===== src/rtl/stream_add_queue_pkg.sv =====
// Shared constants for the stream adder queue: saturation mode encodings and default width.
package stream_add_queue_pkg;

    localparam logic SAT_WRAP       = 1'b0;
    localparam logic SAT_CLAMP      = 1'b1;
    localparam int   DATA_W_DEFAULT = 32;

endpackage : stream_add_queue_pkg


===== src/rtl/stream_add_queue_if.sv =====
// Bundles the input stream, output stream, runtime configuration and status signals.
interface stream_add_queue_if #(
    parameter int DATA_W = 32,
    parameter int CNT_W  = 3
);
    logic              i_stream_val;
    logic              i_stream_rdy;
    logic [DATA_W-1:0] i_stream_data;
    logic [DATA_W-1:0] cfg_addend;
    logic              cfg_sat;
    logic              o_stream_val;
    logic              o_stream_rdy;
    logic [DATA_W-1:0] o_stream_data;
    logic [CNT_W-1:0]  occupancy;
    logic              ovf_sticky;

    modport slave (
        input  i_stream_val, i_stream_data, cfg_addend, cfg_sat, o_stream_rdy,
        output i_stream_rdy, o_stream_val, o_stream_data, occupancy, ovf_sticky
    );

    modport master (
        output i_stream_val, i_stream_data, cfg_addend, cfg_sat, o_stream_rdy,
        input  i_stream_rdy, o_stream_val, o_stream_data, occupancy, ovf_sticky
    );
endinterface : stream_add_queue_if


===== src/rtl/stream_add_queue_fifo.sv =====
// DEPTH-entry val/rdy FIFO with occupancy counter; a full FIFO still accepts a word
// in a cycle where its head is popped.
module stream_add_queue_fifo #(
    parameter int DATA_W = 32,
    parameter int DEPTH  = 4
) (
    input  logic                       clk,
    input  logic                       reset,
    input  logic                       push_val_i,
    input  logic [DATA_W-1:0]          push_data_i,
    output logic                       push_rdy_o,
    output logic                       pop_val_o,
    input  logic                       pop_rdy_i,
    output logic [DATA_W-1:0]          pop_data_o,
    output logic [$clog2(DEPTH):0]     occupancy_o
);
    localparam int PTR_W = $clog2(DEPTH);
    localparam int CNT_W = PTR_W + 1;

    logic [DATA_W-1:0] mem_q [DEPTH];
    logic [PTR_W-1:0]  wr_ptr_q, wr_ptr_d;
    logic [PTR_W-1:0]  rd_ptr_q, rd_ptr_d;
    logic [CNT_W-1:0]  cnt_q, cnt_d;
    logic [DEPTH-1:0]  wr_en;
    logic              push;
    logic              pop;

    assign push_rdy_o  = (cnt_q < CNT_W'(DEPTH)) || pop_rdy_i;
    assign pop_val_o   = (cnt_q != '0);
    assign push        = push_val_i && push_rdy_o;
    assign pop         = pop_val_o && pop_rdy_i;
    assign occupancy_o = cnt_q;
    // Head read is combinational so a pushed word is visible the very next cycle.
    assign pop_data_o  = pop_val_o ? mem_q[rd_ptr_q] : '0;

    for (genvar gi = 0; gi < DEPTH; gi++) begin : g_wr_en
        assign wr_en[gi] = push && (wr_ptr_q == PTR_W'(gi));
    end

    always_comb begin
        wr_ptr_d = wr_ptr_q + PTR_W'(push);
        rd_ptr_d = rd_ptr_q + PTR_W'(pop);
        cnt_d    = cnt_q;
        case ({push, pop})
            2'b10:   cnt_d = cnt_q + 1'b1;
            2'b01:   cnt_d = cnt_q - 1'b1;
            default: cnt_d = cnt_q;
        endcase
    end

    always_ff @(posedge clk) begin
        if (reset) begin
            wr_ptr_q <= '0;
            rd_ptr_q <= '0;
            cnt_q    <= '0;
        end else begin
            wr_ptr_q <= wr_ptr_d;
            rd_ptr_q <= rd_ptr_d;
            cnt_q    <= cnt_d;
        end
    end

    // Storage needs no reset: the output is masked to zero while empty.
    always_ff @(posedge clk) begin
        for (int i = 0; i < DEPTH; i++) begin
            if (wr_en[i]) begin
                mem_q[i] <= push_data_i;
            end
        end
    end

endmodule : stream_add_queue_fifo


===== src/rtl/stream_add_queue.sv =====
// Stream adder: each accepted word plus a runtime addend (wrap or unsigned saturate)
// is queued in an output FIFO; any carry-out sets a sticky overflow flag.
module stream_add_queue
    import stream_add_queue_pkg::*;
#(
    parameter int DATA_W = DATA_W_DEFAULT,
    parameter int DEPTH  = 4
) (
    input  logic               clk,
    input  logic               reset,
    stream_add_queue_if.slave  bus
);
    localparam int CNT_W = $clog2(DEPTH) + 1;

    logic [DATA_W:0]   sum;
    logic [DATA_W-1:0] result;
    logic              in_rdy;
    logic              out_val;
    logic [DATA_W-1:0] out_data;
    logic [CNT_W-1:0]  occ;
    logic              push;
    logic              ovf_q, ovf_d;

    always_comb begin
        sum    = {1'b0, bus.i_stream_data} + {1'b0, bus.cfg_addend};
        result = sum[DATA_W-1:0];
        if ((bus.cfg_sat == SAT_CLAMP) && sum[DATA_W]) begin
            result = '1;
        end
    end

    assign push  = bus.i_stream_val && in_rdy;
    // Carry-out flags overflow in either mode, even when the stored value is clamped.
    assign ovf_d = ovf_q | (push & sum[DATA_W]);

    always_ff @(posedge clk) begin
        if (reset) begin
            ovf_q <= 1'b0;
        end else begin
            ovf_q <= ovf_d;
        end
    end

    stream_add_queue_fifo #(
        .DATA_W (DATA_W),
        .DEPTH  (DEPTH)
    ) u_fifo (
        .clk         (clk),
        .reset       (reset),
        .push_val_i  (bus.i_stream_val),
        .push_data_i (result),
        .push_rdy_o  (in_rdy),
        .pop_val_o   (out_val),
        .pop_rdy_i   (bus.o_stream_rdy),
        .pop_data_o  (out_data),
        .occupancy_o (occ)
    );

    assign bus.i_stream_rdy  = in_rdy;
    assign bus.o_stream_val  = out_val;
    assign bus.o_stream_data = out_data;
    assign bus.occupancy     = occ;
    assign bus.ovf_sticky    = ovf_q;

endmodule : stream_add_queue

===== src/flat_wrapper.sv =====
// flat-port wrapper written by rule: the top's interface ports become plain ports
module stream_add_queue_flat import stream_add_queue_pkg::*;
#(
    parameter int DATA_W = DATA_W_DEFAULT,
    parameter int DEPTH  = 4
)
  (clk, reset, bus_i_stream_val, bus_i_stream_data, bus_cfg_addend, bus_cfg_sat, bus_o_stream_rdy, bus_i_stream_rdy, bus_o_stream_val, bus_o_stream_data, bus_occupancy, bus_ovf_sticky);
  stream_add_queue_if #(.DATA_W(DATA_W)) bus_i ();
  input  logic clk;
  input  logic reset;
  input wire logic [$bits(bus_i.i_stream_val)-1:0] bus_i_stream_val;
  input wire logic [$bits(bus_i.i_stream_data)-1:0] bus_i_stream_data;
  input wire logic [$bits(bus_i.cfg_addend)-1:0] bus_cfg_addend;
  input wire logic [$bits(bus_i.cfg_sat)-1:0] bus_cfg_sat;
  input wire logic [$bits(bus_i.o_stream_rdy)-1:0] bus_o_stream_rdy;
  output wire logic [$bits(bus_i.i_stream_rdy)-1:0] bus_i_stream_rdy;
  output wire logic [$bits(bus_i.o_stream_val)-1:0] bus_o_stream_val;
  output wire logic [$bits(bus_i.o_stream_data)-1:0] bus_o_stream_data;
  output wire logic [$bits(bus_i.occupancy)-1:0] bus_occupancy;
  output wire logic [$bits(bus_i.ovf_sticky)-1:0] bus_ovf_sticky;
  assign bus_i.i_stream_val = bus_i_stream_val;
  assign bus_i.i_stream_data = bus_i_stream_data;
  assign bus_i.cfg_addend = bus_cfg_addend;
  assign bus_i.cfg_sat = bus_cfg_sat;
  assign bus_i.o_stream_rdy = bus_o_stream_rdy;
  assign bus_i_stream_rdy = bus_i.i_stream_rdy;
  assign bus_o_stream_val = bus_i.o_stream_val;
  assign bus_o_stream_data = bus_i.o_stream_data;
  assign bus_occupancy = bus_i.occupancy;
  assign bus_ovf_sticky = bus_i.ovf_sticky;
  stream_add_queue #(.DATA_W(DATA_W), .DEPTH(DEPTH)) u_core (.clk(clk), .reset(reset), .bus(bus_i));
endmodule

===== config.mk =====
export PLATFORM = sky130hd
export DESIGN_NAME = stream_add_queue_flat
export DESIGN_NICKNAME = d
export VERILOG_FILES = /design/src/rtl/stream_add_queue_pkg.sv /design/src/rtl/stream_add_queue_if.sv /design/src/rtl/stream_add_queue_fifo.sv /design/src/rtl/stream_add_queue.sv /design/src/flat_wrapper.sv
export SDC_FILE = /design/constraint.sdc
export NUM_CORES = 1
export LEC_CHECK = 0
export CELL_PAD_IN_SITES_DETAIL_PLACEMENT = 1
export CELL_PAD_IN_SITES_GLOBAL_PLACEMENT = 2
export CORE_ASPECT_RATIO = 0.7
export CORE_UTILIZATION = 38
export CTS_BUF_LIST = sky130_fd_sc_hd__clkbuf_16
export CTS_CLUSTER_SIZE = 14
export DETAILED_ROUTE_END_ITERATION = 10
export GPL_ROUTABILITY_DRIVEN = 0
export PLACE_DENSITY_LB_ADDON = 0.1
export SETUP_SLACK_MARGIN = 0.3
export SYNTH_ARGS = -nofsm -noshare
export SYNTH_HDL_FRONTEND = slang
export SYNTH_SLANG_ARGS = --single-unit

===== constraint.sdc =====
create_clock -name clk -period 4.9 [get_ports clk]
set_input_delay 0.735 -clock clk [delete_from_list [all_inputs] [get_ports clk]]
set_output_delay 0.735 -clock clk [all_outputs]
set_load 0.05 [all_outputs]

==> flow_metrics.tcl, run 1 <==
set metrics [dict create \
    hold_start "u_core.bus.ovf_sticky$_SDFF_PP0_" \
    netlist_area_um2 7040 \
    fp.dieW_um 165 \
    synthFlopType "edfxtp_1" \
    comb_power_share_pct 44.0 \
    synth_adder_area_share_pct 6.79 \
    drt-total-wl_um 17000 \
    ys_async_sr_fraction_pct 0 \
    grt_pass1_wl_um 26400 \
    multi_input_area_um2 2900 \
    cp_max_fo 26 \
    regArea_um2 4010 \
    io-pin-count 107 \
    relSlewSlack_pct 23.9 \
    syn_to_final_growth_pct 27.6 \
    fillerInstances 1831 \
    antenna_found_initial 0 \
    max_freq_mhz 246 \
    globalRouteOverflowTotal 0 \
    yosys.area.top_type_share_pct 54.6 \
    viasPerCell 5.24 \
    worstPathCellList "clkdlybuf4s50_1, ha_1, fa_1, a211oi_2, o21ai_1, a211oi_2, nor3_1, or4_4, a21oi_4, o31a_4, buf_4, nand3_1" \
    drc 0 \
    ys_ff_latch 136 \
    post-cts-setup-buffers 0 \
    clock_sinks 136 \
    io_buffers 106 \
    clock_latency_ns 0.42 \
    power.internal_uw 3080 \
    power.leakage_uw 0.00319 \
    die_area_um2 19100 \
    power_uw 5010 \
    fin_crit_ns 4.07 \
    drtAntennaViolNets 0 \
    first_pass_iters 4 \
    grtUsageTotal_pct 19.0 \
    end_kind "register" \
    netSwitchingFraction_pct 38.5 \
    setup.worst_path.start_class "input pin" \
    dr_total_vias 4566 \
    synth_cells 512 \
    cts_tree "built" \
    endpoint "u_core.u_fifo.mem_q[1][23]$_DFFE_PP_" \
    p_sw_uw 1930 \
    run_status "finished clean" \
    placed_area_um2 8380 \
    drv_slew 0 \
    die_h_um 116 \
    synth_top_area_cell "edfxtp_1" \
    cp.depth 12 \
    max_stage_delay_ns 0.55 \
    hold_violations 0 \
    yosys_warnings 0 \
    seq_area_frac_synth_pct 56.9 \
    crit_path_start "bus_cfg_addend[0]" \
    synth-simple-area-share_pct 9.99 \
    setup_viol 0 \
    grt_setup_unrepaired "false" \
    p_seq_share_pct 30.5 \
    ys_types 50 \
    finalWorstSetupSlack_ns 0.831 \
    insertedDiodeCount 0 \
    crit_path_frequent_cell "a211oi_2" \
    regToRegSetupSlack_ns 2.15 \
    dp_hpwl_um 12200 \
    finalCritPeriodShare_pct 83.0 \
    synth_top_family_by_area "multiplexers" \
    cts_hold_repair.buffers 0 \
    cts-root-buf "clkbuf_16" \
    critical-path-slowest-cell "or4_4" \
    htreeDepth 4 \
    finalClockSkew_ns 0.00669 \
    r2r-end "u_core.u_fifo.occupancy_o[2]$_SDFFE_PP0P_" \
    cts_buffers 17 \
    synth_common_cells "edfxtp_1 (128), nor2b_1 (40), nand2_1 (37)" \
    nNetsFinal 729 \
    power.density_nw_per_um2 557 \
    yosysMostFrequentCell "edfxtp_1" \
    crit_required_ns 5.03 \
    muxShareOfSynthArea_pct 10.7 \
    drv_cap 0 \
    holdWs_ns 0.513 \
    cpLargestDelayFamily "compound AO/OA/AOI/OAI gates" \
    tightest_slew_ns 1.13 \
    yosys.area_share.xor_xnor_pct 3.23 \
    rows 41 \
    hold_path_class "register to register" \
    core-area_um2 18100 \
    grt_start_max_net_pins 34 \
    syn_nets 618 \
    first_iter_violations 246 \
    reg2reg_from "u_core.u_fifo.occupancy_o[0]$_SDFFE_PP0P_" \
    grt_pass1_vias 4751 \
    peakVddDrop_v 0.000370 \
    ff2ff_path_depth 9 \
    synth_compound_area_share_pct 10.1 \
    synth.area.top_cells "edfxtp_1 (55%), mux4_2 (10%), ha_1 (6.2%), nor2b_1 (3.6%), dfxtp_1 (2.3%)" \
    crit_type "input pin to register" \
    pre_cts_ws_ns 0.382 \
    synth_edf_count 128 \
    start_util_pct 39.0 \
    clk_pin_slew_ns 0.05 \
    crit_arrival_ns 4.20 \
    wl_per_cell_um 19.5 \
    setup_tns_ns 0 \
    worst-path-buf-inv 2 \
    ctsResizeCount 0 \
    pwr-share-clk_pct 25.5 \
    cts_buffer_depth 2 \
    syn_area_per_cell_um2 13.7 \
    drive_gt1_share_pct 14.2 \
    final_design_area_no_fill_um2 8980 \
]
power by group through the flow:
stage	sequential (uW)	clock, uW	combinational [uW]
CTS	1530	1290	2240
global placement	1540	0	2210
global route	1550	1340	2360
finish	1530	1270	2200
detailed placement	1560	0	2230
floorplan	1550	0	1470
layout make-up:
type	instances	area share [%]
inverters	12	0.501
well taps	236	3.29
repair buffers	116	12.6
multi-input cells	340	32.3
clock buffers	17	4.74
flip-flops and latches	136	44.6
clock inverters	15	1.98
placed cells by master, fill, tap and decap left out, types with 9 or more instances in the layout:
cell type and n:
clkdlybuf4s50_1 106, a21o_1 18, a21oi_1 27, mux4_2 32
nor2_1 19, nand2_1 37, inv_1 12, clkbuf_16 17
xnor2_1 13, nor2b_1 40, nor3_1 9, xor2_1 13
buf_4 10, ha_1 35, o21ai_0 19, edfxtp_1 128
metrics by stage:
step / util [%] / instances
after detailed placement: 46.4 / 840
after CTS: 49.8 / 872
after floorplan: - / 512
after global placement: 46.4 / 840
final: 49.8 / 872
after global routing: 49.8 / 872
worst register-to-register path, stage by stage, from the launching register on:
cell and delay, ns:
dfxtp_1 0.35, nor3_2 0.93, buf_4 0.33, nor2b_1 0.09, ha_1 0.22, inv_1 0.07
fa_1 0.18, xor2_1 0.08, or3_1 0.30, a21oi_1 0.14
registers in the layout, indices dropped and copies added, names as in the netlist:
register,count
u_core.u_fifo.rd_ptr_q,2
u_core.bus.ovf_sticky,1
u_core.u_fifo.wr_ptr_q,2
u_core.u_fifo.mem_q,128
u_core.u_fifo.occupancy_o,3
cells by family (layout without fill, tap and decap cells):
kind of cell / after synthesis / after routing
mux: 35 / 35
flops: 136 / 136
compound gates: 105 / 105
buf+inv: 36 / 160
xor+xnor: 26 / 26
fa+ha+maj: 37 / 37
simple gates: 137 / 137
how the worst min path moves through the flow:
stage / slack, ns / cells past startpoint / end
after CTS: 0.53 / 2 / u_core.bus.ovf_sticky$_SDFF_PP0_
after global placement: 0.48 / 2 / u_core.bus.ovf_sticky$_SDFF_PP0_
after global routing: 0.57 / 2 / u_core.u_fifo.occupancy_o[2]$_SDFFE_PP0P_
after floorplan: 0.53 / 2 / u_core.u_fifo.wr_ptr_q[1]$_SDFF_PP0_
after detailed placement: 0.51 / 2 / u_core.bus.ovf_sticky$_SDFF_PP0_
final: 0.51 / 2 / u_core.bus.ovf_sticky$_SDFF_PP0_
layer usage:
metal  GRT usage (%)  vias to the layer above  wire length, um
li1                -                     2197                -
met1            27.5                     2252             8690
met2            28.1                      100             7420
met3            4.26                       17              663
met4            6.73                        0              250
met5               0                        -                0
No activity file was read; power rests on OpenSTA's default activity.
==> inputs of run 2 (changes only) <==
==> constraint.sdc (replaced) <==
create_clock -name clk -period 4.2 [get_ports clk]
set_input_delay 0.63 -clock clk [delete_from_list [all_inputs] [get_ports clk]]
set_output_delay 0.63 -clock clk [all_outputs]
set_load 0.05 [all_outputs]
==> run 2 against run 1 <==
Net effect: clock power is essentially flat; power increased by 13%; hold slack got worse by 0.025 ns; utilization down 0.27 points; setup slack got worse by 0.38 ns; global-route usage decreased by 0.18 points; cell count unchanged; clock skew decreased by 0.0029 ns; via count up 0.55%; non-clock buffer count stayed put; register-to-register slack worse by 0.56 ns; sequential power increased by 16%; largest power group unchanged; highest routed layer unchanged.
==> flow_metrics.tcl, run 2 (synthesized netlist as in run 1, its figures left out) <==
set metrics [dict create \
    dp_hpwl_um 12200 \
    wl_met3_um 748 \
    finalCritPeriodShare_pct 89.4 \
    finalClockSkew_ns 0.00382 \
    worstPathCellList "clkdlybuf4s50_1, ha_1, fa_1, a211oi_2, o21ai_1, a211oi_2, nor3_1, or4_4, a21oi_4, o31a_4, buf_12, o21ai_0" \
    crit_required_ns 4.30 \
    holdPathStages 2 \
    first_pass_iters 4 \
    fin_crit_ns 3.75 \
    setup.worst_path.start_class "input pin" \
    drt-met1-wl_um 8850 \
    fp.dieW_um 165 \
    routed-wl-met2_um 7230 \
    power.density_nw_per_um2 633 \
    hold_start "u_core.bus.ovf_sticky$_SDFF_PP0_" \
    pwr-share-clk_pct 22.8 \
    final_cell_mix "edfxtp_1 (128), clkdlybuf4s50_1 (106), nor2b_1 (40), nand2_1 (37), ha_1 (35)" \
    globalRouteOverflowTotal 0 \
    cts_hold_repair.buffers 0 \
    run_status "finished clean" \
    crit_arrival_ns 3.85 \
    grt_pass1_wl_um 26100 \
    antenna_found_initial 0 \
    placed_area_um2 8410 \
    clock_sinks 136 \
    power.internal_uw 3460 \
    syn_to_final_growth_pct 26.9 \
    crit_type "input pin to register" \
    drive_gt1_share_pct 13.4 \
    drt-total-wl_um 17000 \
    viasPerCell 5.26 \
    relSlewSlack_pct 46.1 \
    grt_setup_unrepaired "false" \
    drtAntennaViolNets 0 \
    insertedDiodeCount 0 \
    die_area_um2 19100 \
    hold_end "u_core.bus.ovf_sticky$_SDFF_PP0_" \
    core-area_um2 18100 \
    peakVddDrop_v 0.000526 \
    wl_per_cell_um 19.5 \
    hold_path_class "register to register" \
    layout_commonest_cell "edfxtp_1" \
    cp_max_fo 29 \
    grtUsageTotal_pct 18.8 \
    drv_slew 0 \
    final_cells 872 \
    cts_buffers 17 \
    reg2reg_from "u_core.u_fifo.occupancy_o[0]$_SDFFE_PP0P_" \
    end_kind "register" \
    drc 0 \
    largest_register "u_core.u_fifo.mem_q" \
    cts_tree "built" \
    comb_power_share_pct 45.6 \
    tightest_slew_ns 0.804 \
    setup_tns_ns 0 \
    netSwitchingFraction_pct 38.8 \
    crit_path_frequent_cell "a211oi_2" \
    cts_buffer_depth 2 \
    clk_pin_slew_ns 0.05 \
    max_stage_delay_ns 0.55 \
    rows 41 \
    htreeDepth 4 \
    max_freq_mhz 266 \
    hold_violations 0 \
    largest_register_ffs 128 \
    dp.cells 840 \
    grt_pass1_vias 4600 \
    final_design_area_no_fill_um2 8930 \
    p_sw_uw 2200 \
    io-pin-count 107 \
    ff2ff_path_depth 9 \
    crit_path_start "bus_cfg_addend[0]" \
    p_seq_share_pct 31.6 \
    start_util_pct 39.0 \
    io_buffers 106 \
    drv_cap 0 \
    power.leakage_uw 0.00317 \
    utilization_pct 49.5 \
    cts-root-buf "clkbuf_16" \
    grt_start_max_net_pins 34 \
    clock_latency_ns 0.41 \
    top_layer_used "met4" \
    critical-path-slowest-cell "or4_4" \
    r2r-end "u_core.u_fifo.occupancy_o[2]$_SDFFE_PP0P_" \
    die_h_um 116 \
    first_iter_violations 297 \
    setup_viol 0 \
    regToRegSetupSlack_ns 1.59 \
    dr_total_vias 4591 \
    nNetsFinal 729 \
]
[run 2: changes by cell type in the layout (fill, tap and decap cells not counted), sizes merged]
cell,previous run,this run
clkinv,8,13
inv,13,12
bufinv,3,1
clkinvlp,3,1
[run 2: area by class of cell]
| class | instances | area [um^2] |
|---|---|---|
| clock buffer | 17 | 425 |
| clock inverter | 15 | 92.6 |
| fill | 1816 | 9120 |
| inverter | 12 | 45.0 |
| multi-input combinational | 340 | 2910 |
| sequential | 136 | 4010 |
| tap | 236 | 295 |
| timing repair buffer | 116 | 1160 |
[run 2: stage by stage]
stage	setup WS [ns]	hold WS, ns	power (uW)
2_1_floorplan	0.790	0.548	3530
3_3_place_gp	0.105	0.473	4370
3_5_place_dp	0.0373	0.473	4420
4_1_cts	0.441	0.488	5730
5_1_grt	0.319	0.505	5910
6_report	0.446	0.487	5650
[run 2: power by group through the flow]
stage	Combinational, uW	Clock [uW]	Sequential, uW
after floorplan	1720	0	1810
after global placement	2570	0	1800
after detailed placement	2600	0	1820
after CTS	2610	1320	1790
after global routing	2730	1370	1810
final	2580	1290	1780
[run 2: worst max-delay path: cells and delay by family]
| family | cells | cell delay, ns |
|---|---|---|
| AO/OA/AOI/OAI | 6 | 1.27 |
| adder cells (fa/ha/maj) | 2 | 0.70 |
| AND/OR/NAND/NOR | 2 | 0.65 |
| buffers and inverters | 2 | 0.59 |
[run 2: how the worst max path moves through the flow]
stage                     slack [ns]  cells past startpoint                                    to
after floorplan                 0.79                     11  u_core.u_fifo.mem_q[0][29]$_DFFE_PP_
after global placement          0.11                     12  u_core.u_fifo.mem_q[0][26]$_DFFE_PP_
after detailed placement        0.04                     12  u_core.u_fifo.mem_q[3][24]$_DFFE_PP_
after global routing            0.32                     12  u_core.u_fifo.mem_q[0][28]$_DFFE_PP_
final                           0.45                     12  u_core.u_fifo.mem_q[2][24]$_DFFE_PP_
after CTS                       0.44                     12  u_core.u_fifo.mem_q[3][25]$_DFFE_PP_
[run 2: timing repair]
item,CTS,global route
resized for setup,0,2
endpoints found under the setup margin,0,8
setup buffers,0,0
endpoints found under the hold margin,0,0
[run 2: per-layer routing]
metal	vias up	global-route usage, %
li1	2192	-
met1	2279	29.0
met2	105	27.0
met3	15	3.15
met4	0	5.69
met5	-	0
